===== config.mk =====
export PLATFORM = sky130hd
export DESIGN_NAME = program_loader
export DESIGN_NICKNAME = d
export VERILOG_FILES = /design/src/rtl/program_loader.sv
export SDC_FILE = /design/constraint.sdc
export NUM_CORES = 1
export LEC_CHECK = 0
export CAP_MARGIN = 25
export CORE_MARGIN = 2
export CORE_UTILIZATION = 25
export CTS_CLUSTER_DIAMETER = 100
export DETAILED_ROUTE_END_ITERATION = 7
export PLACE_DENSITY = 0.53
export SYNTH_ARGS = -nofsm -noshare
export SYNTH_HDL_FRONTEND = slang
export SYNTH_SLANG_ARGS = --single-unit

===== constraint.sdc =====
create_clock -name clk -period 3.5 [get_ports clk]
set_input_delay 0.875 -clock clk [delete_from_list [all_inputs] [get_ports clk]]
set_output_delay 0.875 -clock clk [all_outputs]
set_load 0.01 [all_outputs]

===== src/rtl/program_loader.sv =====
// Byte-stream program loader: header N, then N 3-byte words -> program_in/write, then start for START_CYCLES.
// Latency: write is high the cycle after the last byte of a word; best case 4 cycles per word.
// Backpressure: in_ready is low in WR and RUN, and upstream holds its byte; abort drops any byte offered that cycle.
module program_loader #(
  parameter int WORD_W       = 23,
  parameter int START_CYCLES = 10
) (
  input  logic              clk,
  input  logic              reset,
  input  logic [7:0]        in_data,
  input  logic              in_valid,
  output logic              in_ready,
  input  logic              abort,
  output logic [WORD_W-1:0] program_in,
  output logic              write,
  output logic              start,
  output logic              busy,
  output logic              done,
  output logic              fmt_err
);

  localparam int RUN_W = (START_CYCLES > 1) ? $clog2(START_CYCLES + 1) : 1;
  localparam logic [RUN_W-1:0] RUN_LAST = RUN_W'(START_CYCLES - 1);

  typedef enum logic [2:0] {
    S_IDLE,
    S_B2,
    S_B1,
    S_B0,
    S_WR,
    S_RUN
  } state_t;

  state_t           state;
  logic [7:0]       word_cnt;
  logic [14:0]      hi_bytes;   // {b2[6:0], b1} of the word being assembled
  logic             bad;        // current word had b2[7] set
  logic [RUN_W-1:0] run_cnt;
  logic             write_r;
  logic             start_r;
  logic             done_r;
  logic             xfer;

  assign xfer = in_valid & in_ready;

  // abort must silence the pulses in the very cycle it is asserted
  assign write = write_r & ~abort;
  assign start = start_r & ~abort;
  assign done  = done_r  & ~abort;

  // Loader FSM: frame parsing, word assembly, write pulse and start window
  always_ff @(posedge clk or negedge reset) begin
    if (!reset) begin
      state      <= S_IDLE;
      in_ready   <= 1'b0;
      busy       <= 1'b0;
      program_in <= '0;
      write_r    <= 1'b0;
      start_r    <= 1'b0;
      done_r     <= 1'b0;
      fmt_err    <= 1'b0;
      word_cnt   <= 8'd0;
      hi_bytes   <= 15'd0;
      bad        <= 1'b0;
      run_cnt    <= '0;
    end else if (abort) begin
      // partial word and counter are dropped; program_in and fmt_err survive
      state    <= S_IDLE;
      in_ready <= 1'b1;
      busy     <= 1'b0;
      write_r  <= 1'b0;
      start_r  <= 1'b0;
      done_r   <= 1'b0;
      word_cnt <= 8'd0;
      bad      <= 1'b0;
      run_cnt  <= '0;
    end else begin
      write_r <= 1'b0;
      done_r  <= 1'b0;
      case (state)
        S_IDLE: begin
          in_ready <= 1'b1;
          // a zero header is swallowed and leaves the loader idle
          if (xfer && in_data != 8'd0) begin
            word_cnt <= in_data;
            fmt_err  <= 1'b0;
            busy     <= 1'b1;
            state    <= S_B2;
          end
        end
        S_B2: begin
          if (xfer) begin
            hi_bytes[14:8] <= in_data[6:0];
            bad            <= in_data[7];
            if (in_data[7]) fmt_err <= 1'b1;
            state <= S_B1;
          end
        end
        S_B1: begin
          if (xfer) begin
            hi_bytes[7:0] <= in_data;
            state         <= S_B0;
          end
        end
        S_B0: begin
          if (xfer) begin
            program_in <= WORD_W'({hi_bytes, in_data});
            write_r    <= ~bad;
            in_ready   <= 1'b0;
            state      <= S_WR;
          end
        end
        S_WR: begin
          word_cnt <= word_cnt - 8'd1;
          if (word_cnt == 8'd1) begin
            state   <= S_RUN;
            start_r <= 1'b1;
            run_cnt <= '0;
            done_r  <= (START_CYCLES == 1);
          end else begin
            in_ready <= 1'b1;
            state    <= S_B2;
          end
        end
        S_RUN: begin
          if (run_cnt == RUN_LAST) begin
            state    <= S_IDLE;
            start_r  <= 1'b0;
            busy     <= 1'b0;
            in_ready <= 1'b1;
          end else begin
            run_cnt <= run_cnt + 1'b1;
            done_r  <= ((run_cnt + 1'b1) == RUN_LAST);
          end
        end
        default: begin
          state    <= S_IDLE;
          in_ready <= 1'b1;
          busy     <= 1'b0;
          start_r  <= 1'b0;
        end
      endcase
    end
  end

endmodule


==> summary.txt <==
Logic synthesis
  – Ys async rst share: 1.000
  – Unique cell type count in the Yosys netlist: 51
  – Post-synth top area cell: dfrtp_1
  – Synth area leaders: dfrtp_1, mux2_2, mux2_1
  – Most numerous cell in the Yosys netlist: dfrtp_1
  – Synth Instances: 233
  – Sequential fraction of the synthesis area: 0.5405
  – Ys Warns: 0
  – Top cell type's share of synthesized area: 0.5405
  – Mapped Area: 2778 sq um
  – Post-synth EDFFs: 0
  – Count of state elements after synthesis: 60
  – Mapped Avg Cell Area: 11.92 sq um
  – Predominant post-synthesis flop cell: dfrtp_1
  – Net Count, Synth: 250
  – Commonest cells post-synth: dfrtp_1, mux2_2, nand3_1

Critical path
  – Crit Path Max Fanout: 4
  – R2r endpoint: in_ready$_DFFE_PN0P_
  – CP startpoint kind: primary input
  – R2R Setup Slk: 1360 ps
  – WP data required: 2620 ps
  – Crit. End Element: primary output
  – Critical Setup Path Class: in -> out
  – Worst path arrival time: 2090 ps
  – R2r startpoint: state[2]$_DFFE_PN0P_
  – Number of cells on the worst reg-to-reg path: 4
  – Crit path launch: abort

Floorplan
  – Die Width: 109.4 um
  – Die Span Y: 109.4 um
  – Initial core utilization: 0.2562
  – I/O Pins: 41
  – Core ar.: 10,840 sq um
  – Rows: 38
  – Die area: 11,970 sq um

Global route
  – Vias in the first global route: 2,048
  – Largest net degree at the start of global routing: 27
  – Initial antenna violation count: 0
  – GR Overflow Total: 0
  – First-pass GRT wire length: 10,940 um
  – Total track usage: 0.1198

Finish
  – N_diodes: 0
  – Design Area, Final: 3560 sq um
  – P&R area growth vs syn: 28.15%
  – Core Util, Final: 0.3284
  – Nets: 298
  – Number of fillers in the final layout: 1,148
  – Layout cells sized above 1: 0.2133
  – Final cell count without fillers: 426

Place
  – DP Cell Count: 410
  – RD Place Congestion: 0.8088
  – Port Buffers: 40
  – Placed inst area: 3366 sq um
  – Detailed placer's ending HPWL: 4577 um

STA
  – Setup_tns: 0 ps
  – Hold Vio Cnt, Final: 0
  – Slew at the pin closest to its max-slew limit: 529.4 ps
  – Clk_skew: 6.365 ps
  – RSZ-0062 raised after global routing: false
  – Slew Viols, Final: 0
  – Period minus WS final: 2968 ps
  – Max Fclk: 336.9 MHz
  – Period utilisation layout: 0.8481
  – Slew HR: 0.6438
  – Setup violators final: 0

Clock tree
  – Clock Tree Buf Depth: 2
  – Reg clk slew, reported paths: 60 ps
  – CTS tree: done
  – Root Buffer: clkbuf_8
  – CTS-repair resized insts: 0
  – Num CTS Buffers: 9
  – Worst skew pair latency: 330 ps
  – Setup Fix Bufs, Post-CTS: 0
  – Post-CTS Hold Buffers: 0
  – CTS sink cnt: 60
  – H-tree Lvls: 3

Min path
  – Hold Path Cell Cnt: 1
  – Hold EP: write_r$_DFF_PN0_
  – Hold crit path type: reg -> reg
  – Min-delay src: bad$_DFFE_PN0P_

Detailed routing
  – Post-route DRC: 0
  – Mean number of vias per cell: 4.735
  – Routed wire length: 6468 um
  – DR pass1 iterations: 4
  – Wirelength per Cell: 15.18 um
  – Routed Antenna Nets: 0
  – Vias: 2,017
  – DR iter-0 viols: 119

Pwr
  – PD cells: 507.5 nW/um^2
  – Peak VDD IR: 0.0002410 V
  – Pleak: 1.531 nW
  – Overall power: 1.806 mW

Status
  – Status: completed

Job
  – Max-Cap Viols: 0
-- per-stage QoR --
stage | hold slack (ps) | setup WS (ps)
6_report | 426.6 | 531.6
5_1_grt | 436.2 | 444.5
4_1_cts | 430.1 | 500.8
3_5_place_dp | 420.5 | 513.5
3_3_place_gp | 419.0 | 501.6
2_1_floorplan | 402.5 | 1159
-- flip-flops by register name (all words and copies together) (netlist names), 3 cells and up --
register,count
run_cnt,4
state,3
program_in,23
word_cnt,8
hi_bytes,15
-- worst max-delay path by stage --
stage                     slack (ps)    end  depth (start not counted)
after floorplan                 1160  start                          3
after global placement           500  write                          3
after detailed placement         510  write                          3
after CTS                        500  write                          3
after global routing             440  write                          3
final                            530  write                          3
-- cells in the final DEF, fill, tap and decap left out, drive strengths merged, types with 2 or more instances in the layout --
cell / Yosys / layout
a21oi: 12 / 12
a31oi: 6 / 6
a41oi: 2 / 2
buf: 7 / 10
clkbuf: 5 / 12
clkdlybuf4s50: 0 / 39
clkinv: 0 / 3
dfrtp: 60 / 60
ha: 5 / 5
inv: 7 / 7
mux2: 38 / 38
nand2: 12 / 12
nand3: 17 / 17
nand4: 3 / 3
nor2: 8 / 8
nor2b: 5 / 5
nor3: 4 / 4
nor3b: 2 / 2
nor4: 5 / 5
o211ai: 3 / 3
o21ai: 5 / 5
or2: 3 / 3
or4: 4 / 4
xor2: 2 / 2
-- power by group --
part           leakage [nW]  internal (mW)  total [mW]  switching, mW
sequential            0.797          0.807       0.877         0.0696
clock                 0.100          0.347       0.606          0.258
combinational         0.633          0.188       0.324          0.136
-- per-layer routing --
metal,vias up,GRT usage,wire [um]
met5,-,0,0
met4,0,0.04521,85
met3,10,0.04149,324
met2,55,0.1803,3033
met1,998,0.1585,3025
li1,954,-,-
-- cells by family (layout without fill, tap and decap cells) --
logic type,Yosys count,after routing,share of synthesized area
simple gates,68,68,0.1419
xor+xnor,3,3,0.009461
buf+inv,19,72,0.03198
mux,39,39,0.1577
flops,60,60,0.5405
compound gates,39,39,0.09595
fa+ha+maj,5,5,0.02252
-- area by class of cell --
type                       instances  area [sq um]  area share
tap                              140         175.2     0.04921
clock buffer                      12         145.1     0.04077
clock inverter                     4         48.80     0.01371
timing repair buffer              49         475.5      0.1336
inverter                           7         26.28    0.007381
multi-input combinational        154          1187      0.3336
sequential                        60          1501      0.4218
-- critical path, cell delays in order --
cell and delay [ps]:
clkdlybuf4s50_1 510, nor2b_1 160, clkdlybuf4s50_1 550
Note: power is estimated with default switching activity, not from simulation.
==> edit (config.mk and constraints unchanged) <==
`START_CYCLES`: 10 -> 9.
--- a/src/rtl/program_loader.sv
+++ b/src/rtl/program_loader.sv
@@ -3,7 +3,7 @@
 // Backpressure: in_ready is low in WR and RUN, and upstream holds its byte; abort drops any byte offered that cycle.
 module program_loader #(
   parameter int WORD_W       = 23,
-  parameter int START_CYCLES = 10
+  parameter int START_CYCLES = 9
 ) (
   input  logic              clk,
   input  logic              reset,
Formal check against the unedited RTL: no difference found for any inputs over 10 cycles, from zero or initial values and one cycle with reset low; that may be too few to reach the edited logic, so the function may still have changed.
==> edit against the unedited design <==
Routed wire length up 5.1%; core utilization up 0.82 points; sequential cell count unchanged; power up 22%; design area up 3.8%; global-route usage down 0.70 points; setup slack better by 0.0030 ns; area after synthesis up 2.6%.
==> edit: results (changes against the unedited design) <==
Power and ir drop
  • Peak VDD IR: 0.000254 V (+5.3%)
  • Lkg Pwr: 0.00157 uW (+2.8%)
  • Internal: 1630 uW (+21%)

Clocking
  • Postcts setup bufs: 0 (unchanged)
  • TritonCTS buffer count: 9 (unchanged)
  • Clk slew on worst S/H paths: 0.05 ns
  • CTS root buffer: clkbuf_16
  • Post-CTS sizing: 0 (unchanged)

Yosys
  • Syn. warnings: 0 (unchanged)
  • Synthesized Nets: 260 (+4.0%)
  • Sequential-to-total area share from yosys stat: 0.527 (-0.0135)
  • Library cells used by synthesis: 50 (-2.0%)
  • Synth area leaders: dfrtp_1, mux2_2, a21oi_1, ha_1, nand2_1
  • Synth top cells by count: dfrtp_1, mux2_2, nand2_1

Global routing
  • First-pass GRT wire length: 10900 um (about the same)
  • Initial antenna violation count: 0 (unchanged)
  • Largest net degree at the start of global routing: 24 (-11%)
  • Total GRT Usage: 0.113 (-0.00700)

Setup path
  • Crit Path Max Fanout: 5 (+1)
  • Worst R2R Start: state[1]
  • CP startpoint: abort
  • Critical path type: input port to output pin

Run status
  • Status: finished, final reports clean

Drt
  • Routed wire length: 6800 um (+5.1%)
  • DR iter-0 viols: 105 (-12%)
  • Via count: 2102 (+4.2%)

STA
  • Worst Tran Pin Value: 0.857 ns (+0.328 ns)
  • Clock skew: 0.00942 ns (+0.00305 ns)

Final layout
  • Nets@finish: 305 (+2.3%)
  • Fraction of layout cells with a size suffix above 1: 0.229 (+0.0154)
  • Finished Cell Area: 0.00370 mm^2 (+3.8%)
  • Biggest regs: program_in (23), hi_bytes (15), word_cnt (8)

Place
  • HPWL Detailed: 4780 um (+4.4%)
  • RePlAce Congestion: 0.805 (-0.53%)
  • DP Area: 0.00339 mm^2 (+0.86%)
## edit: critical path, delay by kind of cell
family,cells,cell delay (ns)
buffers and inverters,2,1.06
and+or+nand+nor,1,0.15
## edit: stage by stage
step | instances | util | total power (uW) | worst slack, ns
global placement | 417 | 0.309 | 1330 | 0.505
CTS | 433 | 0.337 | 2230 | 0.506
global route | 433 | 0.337 | 2300 | 0.460
finish | 433 | 0.337 | 2200 | 0.535
detailed placement | 417 | 0.309 | 1340 | 0.508
floorplan | 243 | - | 1120 | 1.34
## edit: final timing paths
kind	endpoint	slack, ns	cells past startpoint
min	write_r	0.42	1
min in group asynchronous	hi_bytes[5]	0.53	1
max reg2reg	program_in[11]	1.52	4
max	start	0.53	3
min reg2reg	write_r	0.42	1
max in group asynchronous	in_ready	2.27	2
## edit: kinds of logic (layout without fill, tap and decap cells)
family          after synthesis  in the layout  share of synthesized area
xor+xnor                      2              2                    0.00615
mux                          38             38                      0.150
buf+inv                      23             73                     0.0391
simple gates                 60             60                      0.124
fa+ha+maj                     5              5                     0.0220
compound gates               55             55                      0.132
flops                        60             60                      0.527
## edit: power by group through the flow
stage                     sequential (uW)  clock, uW  combinational [uW]
after global placement                918          0                 416
after floorplan                       930          0                 193
after detailed placement              922          0                 421
after global routing                  929        924                 449
final                                 908        876                 417
after CTS                             912        893                 423
## edit: per-layer routing
metal  vias up  share of wire  global-route usage
li1        996              -                   -
met1      1064           0.46               0.145
met2        40           0.50               0.186
met3         2          0.037              0.0323
met4         0         0.0059              0.0300
met5         -              0                   0
## edit: final cells by class
cell class / instances / area [um^2]
clock inverters: 7 / 76.3
fillers: 1100 / 7290
multi-input cells: 160 / 1240
well taps: 140 / 175
inverters: 11 / 41.3
repair buffers: 46 / 440
flip-flops and latches: 60 / 1500
clock buffers: 9 / 225
